File: src/rtl/bcd_ascii_if.sv
// Valid/ready bundle between a BCD word producer, the serializer and a character consumer.
interface bcd_ascii_if #(
  parameter int DIGITS = 4,
  parameter int N      = 4,
  parameter int M      = 8
) ();
  logic                  in_valid;
  logic                  in_ready;
  logic [DIGITS*N-1:0]   in_bcd;
  logic                  out_valid;
  logic                  out_ready;
  logic [M-1:0]          out_char;
  logic                  out_err;
  logic                  out_last;

  modport master (
    output in_valid, in_bcd, out_ready,
    input  in_ready, out_valid, out_char, out_err, out_last
  );

  modport slave (
    input  in_valid, in_bcd, out_ready,
    output in_ready, out_valid, out_char, out_err, out_last
  );
endinterface

File: src/rtl/bcd_ascii_serializer.sv
// Streams a packed word of BCD digits out as ASCII characters, MSD first, with invalid-digit flagging.
// Optional leading-zero blanking is compiled in with `define BCD_LEADING_ZERO_BLANK_EN.
module bcd_ascii_serializer #(
  parameter int          DIGITS       = 4,
  parameter int          N            = 4,
  parameter int          M            = 8,
  parameter logic [M-1:0] INVALID_CHAR = M'(8'h3F)
) (
  input  logic        clk,
  input  logic        rst_n,
  bcd_ascii_if.slave  bus,
  output logic [7:0]  err_cnt
);

  localparam int IW = (DIGITS > 1) ? $clog2(DIGITS) : 1;

  typedef enum logic {IDLE, SEND} state_t;

  state_t              state_q, state_d;
  logic [DIGITS*N-1:0] word_q, word_d;
  logic [IW-1:0]       idx_q, idx_d;
  logic [M-1:0]        char_q, char_d;
  logic                err_q, err_d;
  logic                last_q, last_d;
  logic [7:0]          cnt_q, cnt_d;
`ifdef BCD_LEADING_ZERO_BLANK_EN
  logic                lz_q, lz_d;
`endif

  logic                in_ready;
  logic                accept;
  logic                beat;
  logic [DIGITS*N-1:0] sel_word;
  logic [IW-1:0]       sel_idx;
  logic [N-1:0]        digit;
  logic                blank;
  logic                sel_lz;

  always_comb begin
    state_d  = state_q;
    word_d   = word_q;
    idx_d    = idx_q;
    char_d   = char_q;
    err_d    = err_q;
    last_d   = last_q;
    cnt_d    = cnt_q;
`ifdef BCD_LEADING_ZERO_BLANK_EN
    lz_d     = lz_q;
    sel_lz   = lz_q;
`else
    sel_lz   = 1'b0;
`endif

    // A new word may only enter on the final beat of the current one, so no bubble and no overrun.
    in_ready = rst_n && ((state_q == IDLE) || ((state_q == SEND) && last_q && bus.out_ready));
    accept   = bus.in_valid && in_ready;
    beat     = (state_q == SEND) && bus.out_ready;

    sel_word = word_q;
    sel_idx  = (idx_q != '0) ? idx_q - 1'b1 : '0;
    if (accept) begin
      sel_word = bus.in_bcd;
      sel_idx  = IW'(DIGITS - 1);
      sel_lz   = 1'b1;
    end

    digit = sel_word[sel_idx*N +: N];
`ifdef BCD_LEADING_ZERO_BLANK_EN
    blank = sel_lz && (digit == '0) && (sel_idx != '0);
`else
    blank = 1'b0;
`endif

    if (accept || (beat && (idx_q != '0))) begin
      state_d = SEND;
      word_d  = sel_word;
      idx_d   = sel_idx;
      last_d  = (sel_idx == '0);
`ifdef BCD_LEADING_ZERO_BLANK_EN
      lz_d    = sel_lz && (digit == '0);
`endif
      if (blank) begin
        char_d = M'(8'h20);
        err_d  = 1'b0;
      end else if (digit > N'(9)) begin
        char_d = INVALID_CHAR;
        err_d  = 1'b1;
      end else begin
        char_d = M'(8'h30) + M'(digit);
        err_d  = 1'b0;
      end
    end else if (beat) begin
      state_d = IDLE;
      char_d  = '0;
      err_d   = 1'b0;
      last_d  = 1'b0;
    end

    if (beat && err_q && (cnt_q != 8'hFF)) begin
      cnt_d = cnt_q + 8'd1;
    end
  end

  always_ff @(posedge clk or negedge rst_n) begin
    if (!rst_n) begin
      state_q <= IDLE;
      word_q  <= '0;
      idx_q   <= '0;
      char_q  <= '0;
      err_q   <= 1'b0;
      last_q  <= 1'b0;
      cnt_q   <= '0;
`ifdef BCD_LEADING_ZERO_BLANK_EN
      lz_q    <= 1'b0;
`endif
    end else begin
      state_q <= state_d;
      word_q  <= word_d;
      idx_q   <= idx_d;
      char_q  <= char_d;
      err_q   <= err_d;
      last_q  <= last_d;
      cnt_q   <= cnt_d;
`ifdef BCD_LEADING_ZERO_BLANK_EN
      lz_q    <= lz_d;
`endif
    end
  end

  assign bus.in_ready  = in_ready;
  assign bus.out_valid = (state_q == SEND);
  assign bus.out_char  = char_q;
  assign bus.out_err   = err_q;
  assign bus.out_last  = last_q;
  assign err_cnt       = cnt_q;

endmodule

File: src/flat_wrapper.sv
// flat-port wrapper written by rule: the top's interface ports become plain ports
module bcd_ascii_serializer_flat 
#(
  parameter int          DIGITS       = 4,
  parameter int          N            = 4,
  parameter int          M            = 8,
  parameter logic [M-1:0] INVALID_CHAR = M'(8'h3F)
)
  (clk, rst_n, err_cnt, bus_in_valid, bus_in_bcd, bus_out_ready, bus_in_ready, bus_out_valid, bus_out_char, bus_out_err, bus_out_last);
  bcd_ascii_if #(.DIGITS(DIGITS), .N(N), .M(M)) bus_i ();
  input  logic clk;
  input  logic rst_n;
  output logic [7:0] err_cnt;
  input wire logic [$bits(bus_i.in_valid)-1:0] bus_in_valid;
  input wire logic [$bits(bus_i.in_bcd)-1:0] bus_in_bcd;
  input wire logic [$bits(bus_i.out_ready)-1:0] bus_out_ready;
  output wire logic [$bits(bus_i.in_ready)-1:0] bus_in_ready;
  output wire logic [$bits(bus_i.out_valid)-1:0] bus_out_valid;
  output wire logic [$bits(bus_i.out_char)-1:0] bus_out_char;
  output wire logic [$bits(bus_i.out_err)-1:0] bus_out_err;
  output wire logic [$bits(bus_i.out_last)-1:0] bus_out_last;
  assign bus_i.in_valid = bus_in_valid;
  assign bus_i.in_bcd = bus_in_bcd;
  assign bus_i.out_ready = bus_out_ready;
  assign bus_in_ready = bus_i.in_ready;
  assign bus_out_valid = bus_i.out_valid;
  assign bus_out_char = bus_i.out_char;
  assign bus_out_err = bus_i.out_err;
  assign bus_out_last = bus_i.out_last;
  bcd_ascii_serializer #(.DIGITS(DIGITS), .N(N), .M(M), .INVALID_CHAR(INVALID_CHAR)) u_core (.clk(clk), .rst_n(rst_n), .bus(bus_i), .err_cnt(err_cnt));
endmodule
File: config.mk
export PLATFORM = sky130hd
export DESIGN_NAME = bcd_ascii_serializer_flat
export DESIGN_NICKNAME = d
export VERILOG_FILES = /design/src/rtl/bcd_ascii_if.sv /design/src/rtl/bcd_ascii_serializer.sv /design/src/flat_wrapper.sv
export SDC_FILE = /design/constraint.sdc
export NUM_CORES = 1
export LEC_CHECK = 0
export CAP_MARGIN = 20
export CORE_ASPECT_RATIO = 0.6
export CORE_MARGIN = 2
export CORE_UTILIZATION = 50
export DETAILED_ROUTE_END_ITERATION = 7
export PLACE_DENSITY = 0.86
export SLEW_MARGIN = 40
export SYNTH_ARGS = -nofsm -noshare
export SYNTH_HDL_FRONTEND = slang
export SYNTH_SLANG_ARGS = --single-unit
File: constraint.sdc
create_clock -name clk -period 2.3 [get_ports clk]
set_input_delay 0.345 -clock clk [delete_from_list [all_inputs] [get_ports clk]]
set_output_delay 0.345 -clock clk [all_outputs]
set_load 0.005 [all_outputs]
# [After elaboration in Yosys (flattened, before gate mapping)]
# Cells that the tools add are included.
[classes] addsub=3 magnitude_cmp=1 n_eq_ne=1 shift=1 muxes=11 bitwise_logic=1 n_reduce_logical=13
[ops] op="$mux W8" count=3
[ops] op="$mux W16" count=1
[ops] op="$shiftx A16 B5 Y4" count=1
[ops] op="$add A8 B1 Y8 const B" count=1
[ops] op="$logic_and A1 B1 Y1" count=8
[ops] op="$ne A8 B8 Y1 const B" count=1
[ops] op="$add A6 B4 Y7 const A" count=1
[ops] op="$mux W1" count=5
[ops] op="$gt A4 B4 Y1 const B" count=1
[ops] op="$mux W2" count=2
[ops] op="$reduce_bool A2 Y1" count=2
[ops] op="$logic_not A2 Y1" count=1
[ops] op="$logic_or A1 B1 Y1" count=2
[ops] op="$sub A2 B1 Y2 const B" count=1
[ops] op="$not A1 Y1" count=1
[totals] register_bits=37 input_bits=20 out_inout_bits=20 wordCells=38

# [Logic depth before layout (Yosys ltp)]
# Gate-level depths: netlist of run 1.
[logic_depth] ltp_word=10 depth_mapped=5 mapped_depth_nobuf=5

# [Worst setup path after synthesis of run 1]
# No wires, ideal clock.
[synth_timing] path_type="register to register" from="register u_core.cnt_q[0] (netlist: u_core.err_cnt[0])" to="register u_core.cnt_q[1] (netlist: u_core.err_cnt[1])" setup_time_ns=0.125 arrival_time_ns=1.385 required_ns=2.175 slack_ns=0.790 stages_incl_launch_ff=5 path_buffers=0 synth_period_minus_slack_ns=1.510 path_cell_list="dfrtp_1 ha_1 and3_1 a31oi_4 mux2_2"
[synth_between] elab_chain_len=2 elab_cells_between_ends=3 classes_between="add/sub: 1; eq/ne: 1; reduce/logical: 1"
[synth_rtl] item="start, declared" line="bcd_ascii_serializer.sv:25" text="logic [7:0] cnt_q, cnt_d;"
[synth_rtl] item="start signal, assigned" line="bcd_ascii_serializer.sv:123" text="cnt_q <= cnt_d;"
[synth_rtl] item="branches (longest 2 deep; another with $add A8 B1 Y8)"
# Several ways; the timed one is not identified.
# A chain may end at the register's enable or synchronous reset.

# [Worst setup path after layout of run 1]
[layout_timing] from="input port bus_out_ready" to="output port bus_in_ready"
[layout_between] elab_chain_len=3
[layout_rtl] item="start, declared" line="flat_wrapper.sv:16" text="input wire logic [$bits(bus_i.out_ready)-1:0] bus_out_ready;"
[layout_rtl] item="$logic_and A1 B1 Y1" line="bcd_ascii_serializer.sv:55" text="in_ready = rst_n && ((state_q == IDLE) || ((state_q == SEND) && last_q && bus.out_ready));"
[layout_rtl] item="$logic_or A1 B1 Y1" line="bcd_ascii_serializer.sv:55"
[layout_rtl] item="$logic_and A1 B1 Y1" line="bcd_ascii_serializer.sv:55"
[layout_rtl] item="end, declared" line="flat_wrapper.sv:17" text="output wire logic [$bits(bus_i.in_ready)-1:0] bus_in_ready;"
# No other way between the ends.

==> impl_results.rst, run 1 <==
.. list-table::
   :header-rows: 1

   * - Metric
     - Value
   * - Result of the run
     - complete, no violations
   * - Combinational family with the most area after synthesis
     - compound AO/OA/AOI/OAI gates
   * - HPWL reported at the end of detailed placement
     - 2469 um
   * - Number of buffer cells added on primary ports
     - 37
   * - GRT Util Overall
     - 21.04%
   * - Post-synthesis register bit count
     - 29
   * - Standard-cell row count
     - 14
   * - Total placed cells including tap cells
     - 186
   * - Pwr per Cell Area
     - 1186 mW/mm^2
   * - Synth-to-layout area growth
     - 34.45%
   * - Gate family responsible for the most delay along the worst path
     - buffers and inverters
   * - Via count of the first global-routing pass
     - 1063
   * - Skew final
     - 5.628 ps
   * - Launch instance of the worst register-to-register path
     - u_core.bus.out_char[4]
   * - Static leakage
     - 0.8166 nW
   * - Critical path endpoint category
     - output pin
   * - Detailed-route via count
     - 1056
   * - Register area
     - 725.7 um^2
   * - Most used cell along the critical path
     - sky130_fd_sc_hd__clkdlybuf4s50_1
   * - Switching Share
     - 33.97%
   * - TNS Setup
     - 0 ps
   * - Number of antenna violations at the first check in global routing
     - 0
   * - Floorplan die area
     - 0.003288 mm^2
   * - Yosys warning count
     - 0
   * - Post-synthesis share of cell area spent on and, or, nand and nor gates
     - 10.25%
   * - Top achievable clock speed
     - 493.5 MHz
   * - Post-DRT Antenna Nets
     - 0
   * - Drt pass-1 iters
     - 4
   * - Final WS setup
     - 273.5 ps
   * - Xor and xnor fraction of the mapped netlist area
     - 4.329%
   * - Terminus of the critical flop-to-flop path
     - u_core.bus.out_char[0]
   * - Chip height
     - 45.23 um
   * - Maximum number of pins on one net before global-route repair
     - 16
   * - Unrepaired setup endpoints after global routing
     - false
   * - Total Wirelength
     - 3120 um
   * - Area fraction in compound gates after synthesis
     - 15.19%
   * - Total clock buffers created by CTS
     - 5
   * - Number of standard cells in the layout, taps in and fillers out
     - 194
   * - Clock period minus final worst setup slack
     - 2026 ps
   * - Share of power burned in the clock network
     - 17.6%
   * - Number of H-tree levels
     - 2
   * - Worst endpoint required time
     - 1960 ps
   * - Hold WC Path Type
     - in2async
   * - Slew Viols, Final
     - 0
   * - Post-CTS setup buffers
     - 0
   * - Length in cells of the worst reg-to-reg path
     - 5
   * - Die W
     - 72.71 um
   * - Fraction of layout instances using a drive strength above 1
     - 22.22%
   * - Fillcell total
     - 173
   * - DRC violations left
     - 0
   * - Footprint of the multi-input gates
     - 628.1 um^2
   * - Share of the clock period used by the worst path
     - 88.11%
   * - Chain of cells forming the critical path
     - clkdlybuf4s50_1 -> a21bo_4 -> and2_2 -> clkdlybuf4s50_1
   * - Insertion delay of the later-clocked pin in the worst-skew pair
     - 280 ps
   * - First-pass GRT wire length
     - 4968 um
   * - Highest net fanout along the worst path
     - 5
   * - Flop-to-flop setup slack
     - 670 ps
   * - Post-synthesis cell type count
     - 37
   * - Category of the worst setup path launch point
     - input pin
   * - Gates resized, CTS repair
     - 0
   * - CTS root buffer
     - sky130_fd_sc_hd__clkbuf_8
   * - Number of max-capacitance violations reported
     - 0
   * - Clock Path Buffers
     - 2
   * - Hold-fix buffers at CTS
     - 0
   * - Diode count
     - 0
   * - CTS tree
     - done
   * - Placed instance area
     - 0.001824 mm^2
   * - Critical Path Slowest Stage Cell
     - sky130_fd_sc_hd__clkdlybuf4s50_1
   * - Number of ports placed on the die boundary
     - 40
   * - Clock Pin Slew Worst Setup and Hold Paths
     - 60 ps
   * - Net Switching
     - 0.7672 mW
   * - Number of nets in the finished design
     - 182
   * - Arrival time of the worst setup path
     - 1680 ps
   * - Seq/Total Area, Yosys
     - 51.24%
   * - Combinational share of power
     - 40.8%
   * - Final worst hold slack
     - 496.3 ps
   * - Cell-internal power
     - 1.492 mW
   * - CP Class
     - in2out
   * - GRT Residual Overflow
     - 0
   * - Worst path max stage delay
     - 450 ps
   * - Post-synthesis adder-cell area fraction
     - 0.8834%
   * - Worst vdd rail ir drop
     - 684.5 uV
   * - Violation count after the first detailed-route iteration
     - 66
   * - Setup violation total in the final timing report
     - 0
   * - Total standard cell area after synthesis
     - 0.001416 mm^2
   * - Final Power
     - 2.259 mW
   * - Mean number of vias per cell
     - 5.443
   * - Total buffers and inverters traversed by the critical path
     - 2
   * - Post-layout instance area
     - 0.001904 mm^2
   * - Layout Utilization
     - 73.46%
   * - Number of hold violations in the final report
     - 0
   * - Last weighted congestion value of the routability-driven placer
     - 0.8094
   * - Clock sink total
     - 29
   * - Core Box Area
     - 0.002592 mm^2
   * - Starting utilization of the core area
     - 54.63%
   * - Mux contribution to synthesized area
     - 13.16%
   * - Pre-CTS setup slack
     - 228.8 ps
   * - Routed WL per cell
     - 16.08 um
   * - Sequential cell fraction of total power
     - 41.6%
   * - Synthesized area per cell
     - 12.11 um^2
   * - Number of standard cells after synthesis
     - 117
state kept, by name (all words and copies together) (netlist names):
register             count
u_core.err_cnt           8
u_core.bus.out_err       1
u_core.bus.out_char      5
u_core.idx_q             2
u_core.word_q           12
u_core.bus.out_last      1
cells in the mapped netlist:
cell type                   count  area [um^2]
sky130_fd_sc_hd__a2111oi_2      1        15.01
sky130_fd_sc_hd__a211oi_1       1        7.510
sky130_fd_sc_hd__a21bo_4        1        16.27
sky130_fd_sc_hd__a21boi_1       1        7.510
sky130_fd_sc_hd__a21boi_2       1        11.26
sky130_fd_sc_hd__a21oi_1        5        25.02
sky130_fd_sc_hd__a221oi_2       2        30.03
sky130_fd_sc_hd__a222oi_1       1        10.01
sky130_fd_sc_hd__a22oi_2        1        12.51
sky130_fd_sc_hd__a31oi_4        1        21.27
sky130_fd_sc_hd__and2_2         1        7.510
sky130_fd_sc_hd__and2_4         1        8.760
sky130_fd_sc_hd__and3_1         3        18.77
sky130_fd_sc_hd__and3_4         1        11.26
sky130_fd_sc_hd__and4_1         1        8.760
sky130_fd_sc_hd__buf_2          2        10.01
sky130_fd_sc_hd__buf_4          5        37.54
sky130_fd_sc_hd__buf_6          1        11.26
sky130_fd_sc_hd__conb_1         1        3.750
sky130_fd_sc_hd__dfrtp_1       29        725.7
sky130_fd_sc_hd__ha_1           1        12.51
sky130_fd_sc_hd__inv_1          2        7.510
sky130_fd_sc_hd__mux2_2        13        146.4
sky130_fd_sc_hd__mux2i_1        4        40.04
sky130_fd_sc_hd__nand2_1       11        41.29
sky130_fd_sc_hd__nand3_1        1        5.000
sky130_fd_sc_hd__nand4_1        2        12.51
sky130_fd_sc_hd__nor2_1         5        18.77
sky130_fd_sc_hd__nor2_2         1        6.260
sky130_fd_sc_hd__nor2b_1        1        6.260
sky130_fd_sc_hd__o211ai_1       1        7.510
sky130_fd_sc_hd__o21ai_0        3        15.01
sky130_fd_sc_hd__o21ai_1        2        10.01
sky130_fd_sc_hd__o221ai_1       2        17.52
sky130_fd_sc_hd__o41ai_1        1        8.760
sky130_fd_sc_hd__xnor2_1        5        43.79
sky130_fd_sc_hd__xor2_1         2        17.52
placed cells by master (no fill, tap or decap), types with 2 or more instances in the layout:
cell type and instances:
sky130_fd_sc_hd__nand4_1 2, sky130_fd_sc_hd__o221ai_1 2, sky130_fd_sc_hd__buf_4 7, sky130_fd_sc_hd__clkbuf_8 5
sky130_fd_sc_hd__clkbuf_1 3, sky130_fd_sc_hd__nand2_1 11, sky130_fd_sc_hd__xor2_1 2, sky130_fd_sc_hd__inv_1 2
sky130_fd_sc_hd__and3_1 3, sky130_fd_sc_hd__xnor2_1 5, sky130_fd_sc_hd__mux2_2 13, sky130_fd_sc_hd__clkdlybuf4s50_1 37
sky130_fd_sc_hd__a221oi_2 2, sky130_fd_sc_hd__conb_1 2, sky130_fd_sc_hd__nor2_1 5, sky130_fd_sc_hd__dfrtp_1 29
sky130_fd_sc_hd__a21oi_1 5, sky130_fd_sc_hd__mux2i_1 4, sky130_fd_sc_hd__o21ai_0 3, sky130_fd_sc_hd__o21ai_1 2
per-layer routing:
metal | GRT usage [%] | up-vias | routed length [um]
li1 | - | 503 | -
met1 | 26.37 | 516 | 1453
met2 | 34.91 | 33 | 1493
met3 | 7.366 | 4 | 145
met4 | 6.667 | 0 | 27
met5 | 0 | - | 0
final cells by class:
class | count | share of cell area [%]
flip-flops and latches | 29 | 38.11
multi-input cells | 79 | 32.98
inverters | 2 | 0.3942
clock buffers | 8 | 4.205
well taps | 32 | 2.102
repair buffers | 44 | 22.21
worst max path at each step:
stage | from | end | slack [ps] | cells after the start
after detailed placement | bus_out_ready | u_core.bus.out_char[0] | 230 | 7
after global placement | bus_out_ready | bus_in_ready | 280 | 4
final | bus_out_ready | bus_in_ready | 270 | 4
after floorplan | u_core.err_cnt[0] | u_core.err_cnt[1] | 790 | 4
after CTS | bus_out_ready | bus_in_ready | 270 | 4
after global routing | bus_out_ready | bus_in_ready | 240 | 4
kinds of logic (layout without fill, tap and decap cells):
group	count (synthesis)	count (layout)
compound gates	24	24
xor+xnor	7	7
fa+ha+maj	1	1
buf+inv	10	54
flops	29	29
mux	17	17
other cells	1	2
simple gates	28	28
power groups by stage:
stage | combinational, mW | clock, mW | sequential (mW)
detailed placement | 0.921 | 0 | 0.948
finish | 0.921 | 0.397 | 0.941
global route | 1.00 | 0.427 | 0.970
global placement | 0.886 | 0 | 0.929
floorplan | 0.616 | 0 | 0.860
CTS | 0.926 | 0.403 | 0.940
Note: power is estimated with default switching activity, not from simulation.
==> run 2: changes to the inputs <==
==> constraint.sdc (replaced) <==
create_clock -name clk -period 2.4 [get_ports clk]
set_input_delay 0.36 -clock clk [delete_from_list [all_inputs] [get_ports clk]]
set_output_delay 0.36 -clock clk [all_outputs]
set_load 0.02 [all_outputs]
==> run 2 against run 1 <==
  * Clock skew shrank 1.9 ps
  * Sequential cell count is the same
  * Critical path depth shrank 1
  * Worst hold slack lost 130 ps
==> impl_results.rst, run 2 (synthesis gave the netlist of run 1 again) <==
.. list-table::
   :header-rows: 1

   * - Metric
     - Value
   * - Share of power burned in the clock network
     - 16.8% (-0.8 points)
   * - Clock sink total
     - 29 (unchanged)
   * - Terminus of the critical flop-to-flop path
     - u_core.word_q[10]
   * - Most common library cell in the layout ignoring fill and taps
     - sky130_fd_sc_hd__clkdlybuf4s50_1
   * - CTS root buffer
     - sky130_fd_sc_hd__clkbuf_8
   * - Final Power
     - 2.290 mW (+1.4%)
   * - Total Wirelength
     - 3088 um (-1.0%)
   * - First-pass GRT wire length
     - 5133 um (+3.3%)
   * - Biggest register
     - u_core.word_q
   * - Number of buffer cells added on primary ports
     - 37 (unchanged)
   * - Category of the worst setup path launch point
     - input pin
   * - Clock period minus final worst setup slack
     - 2234 ps
   * - Clock Pin Slew Worst Setup and Hold Paths
     - 60 ps (about the same)
   * - Diode count
     - 0 (unchanged)
   * - Slew Viols, Final
     - 0 (unchanged)
   * - Post-DRT Antenna Nets
     - 0 (unchanged)
   * - Static leakage
     - 0.8118 nW (-0.59%)
   * - GRT Util Overall
     - 21.81% (+0.77 points)
   * - HPWL reported at the end of detailed placement
     - 2304 um (-6.7%)
   * - Starting utilization of the core area
     - 54.63% (unchanged)
   * - Total clock buffers created by CTS
     - 5 (unchanged)
   * - Launch instance of the worst register-to-register path
     - u_core.bus.out_char[4]
   * - Number of antenna violations at the first check in global routing
     - 0 (unchanged)
   * - Footprint of the multi-input gates
     - 628.1 um^2 (unchanged)
   * - Max reg flops
     - 12 (unchanged)
   * - Number of max-capacitance violations reported
     - 0 (unchanged)
   * - Hold WC Path Type
     - in2async
   * - Worst vdd rail ir drop
     - 615.9 uV (-10%)
   * - TNS Setup
     - 0 ps (unchanged)
   * - Skew final
     - 3.719 ps (-1.910 ps)
   * - Register area
     - 725.7 um^2 (unchanged)
   * - Switching Share
     - 37.52% (+3.6 points)
   * - Mean number of vias per cell
     - 5.383 (-1.1%)
   * - Fraction of layout instances using a drive strength above 1
     - 21.74% (-0.48 points)
   * - Standard-cell row count
     - 14 (unchanged)
   * - Highest net fanout along the worst path
     - 9 (+4)
   * - Routed WL per cell
     - 16.00 um (-0.51%)
   * - Number of H-tree levels
     - 2 (unchanged)
   * - Die W
     - 72.71 um (unchanged)
   * - Share of the clock period used by the worst path
     - 93.09%
   * - Net Switching
     - 0.8594 mW (+12%)
   * - Setup violation total in the final timing report
     - 0 (unchanged)
   * - Violation count after the first detailed-route iteration
     - 47 (-29%)
   * - Flop-to-flop setup slack
     - 720 ps (+50 ps)
   * - Maximum number of pins on one net before global-route repair
     - 16 (unchanged)
   * - Worst endpoint required time
     - 2040 ps (+80 ps)
   * - Core Box Area
     - 0.002592 mm^2 (unchanged)
   * - Critical path endpoint category
     - output pin
   * - Combinational share of power
     - 44.0% (+3.2 points)
   * - Drt pass-1 iters
     - 4 (unchanged)
   * - CP Class
     - in2out
   * - CTS tree
     - done
   * - Unrepaired setup endpoints after global routing
     - false
   * - Post-CTS setup buffers
     - 0 (unchanged)
   * - Length in cells of the worst reg-to-reg path
     - 4 (-1)
   * - Floorplan die area
     - 0.003288 mm^2 (unchanged)
   * - Detailed-route via count
     - 1039 (-1.6%)
   * - Last weighted congestion value of the routability-driven placer
     - 0.7944 (-1.9%)
   * - Cell-internal power
     - 1.431 mW (-4.1%)
   * - Via count of the first global-routing pass
     - 1087 (+2.3%)
   * - Commonest non-fill, non-tap cells in the layout
     - sky130_fd_sc_hd__clkdlybuf4s50_1, sky130_fd_sc_hd__dfrtp_1, sky130_fd_sc_hd__mux2_2, sky130_fd_sc_hd__nand2_1, sky130_fd_sc_hd__buf_4
   * - Number of ports placed on the die boundary
     - 40 (unchanged)
   * - Synth-to-layout area growth
     - 33.92%
   * - Number of nets in the finished design
     - 181 (-0.55%)
   * - Arrival time of the worst setup path
     - 1870 ps (+190 ps)
   * - Insertion delay of the later-clocked pin in the worst-skew pair
     - 280 ps (about the same)
   * - Top achievable clock speed
     - 447.6 MHz
   * - DRC violations left
     - 0 (unchanged)
   * - GRT Residual Overflow
     - 0 (unchanged)
   * - Pwr per Cell Area
     - 1207 mW/mm^2 (+1.8%)
   * - Result of the run
     - complete, no violations
   * - Gates resized, CTS repair
     - 0 (unchanged)
   * - Hold-fix buffers at CTS
     - 0 (unchanged)
   * - Number of hold violations in the final report
     - 0 (unchanged)
   * - Sequential cell fraction of total power
     - 39.2% (-2.4 points)
   * - Fillcell total
     - 185 (+6.9%)
   * - Clock Path Buffers
     - 2 (unchanged)
   * - Chip height
     - 45.23 um (unchanged)
==> run 2: changes by cell type in the layout (fill, tap and decap cells not counted) <==
cell,delta
sky130_fd_sc_hd__buf_4,-1
==> run 2: power groups by stage <==
stage	clock network (mW)	registers, mW	logic (mW)
floorplan	0	0.921	0.619
global placement	0	0.889	0.976
detailed placement	0	0.904	1.01
CTS	0.391	0.895	1.01
global route	0.415	0.927	1.09
finish	0.385	0.897	1.01
==> run 2: worst max-delay path by stage <==
stage                           start                end  slack [ps]  depth (start not counted)
floorplan           u_core.err_cnt[0]  u_core.err_cnt[1]         800                          4
global placement                rst_n       bus_in_ready         180                          3
detailed placement              rst_n       bus_in_ready         160                          3
CTS                             rst_n       bus_in_ready         150                          3
global route                    rst_n       bus_in_ready          90                          3
finish                          rst_n       bus_in_ready         170                          3
==> run 2: per-layer routing <==
layer  GRT usage (%)  wire length, um  up-vias
met5               0                0        -
met4           11.48               32        0
met3           8.036              126        5
met2           32.00             1397       23
met1           28.59             1532      509
li1                -                -      502
==> run 2: worst max-delay path, stage by stage <==
cell	delay, ps
sky130_fd_sc_hd__clkdlybuf4s50_1	700
sky130_fd_sc_hd__and2_2	210
sky130_fd_sc_hd__clkdlybuf4s50_1	600
==> run 2: cell type report <==
class,count,share of cell area [%]
inverters,2,0.3958
multi-input cells,79,33.11
clock buffers,8,4.222
flip-flops and latches,29,38.26
repair buffers,43,21.90
well taps,32,2.111
==> run 2: per-stage QoR <==
stage / utilization, % / setup WS [ps] / hold slack [ps] / cells / area, um^2
final: 73.17 / 165.9 / 367.8 / 193 / 1897
after global routing: 73.17 / 87.12 / 371.3 / 193 / 1897
after global placement: 70.08 / 176.5 / 475.2 / 185 / 1817
after floorplan: - / 802.4 / 64.41 / 118 / 1420
after detailed placement: 70.08 / 156.7 / 484.9 / 185 / 1817
after CTS: 73.17 / 154.7 / 363.6 / 193 / 1897
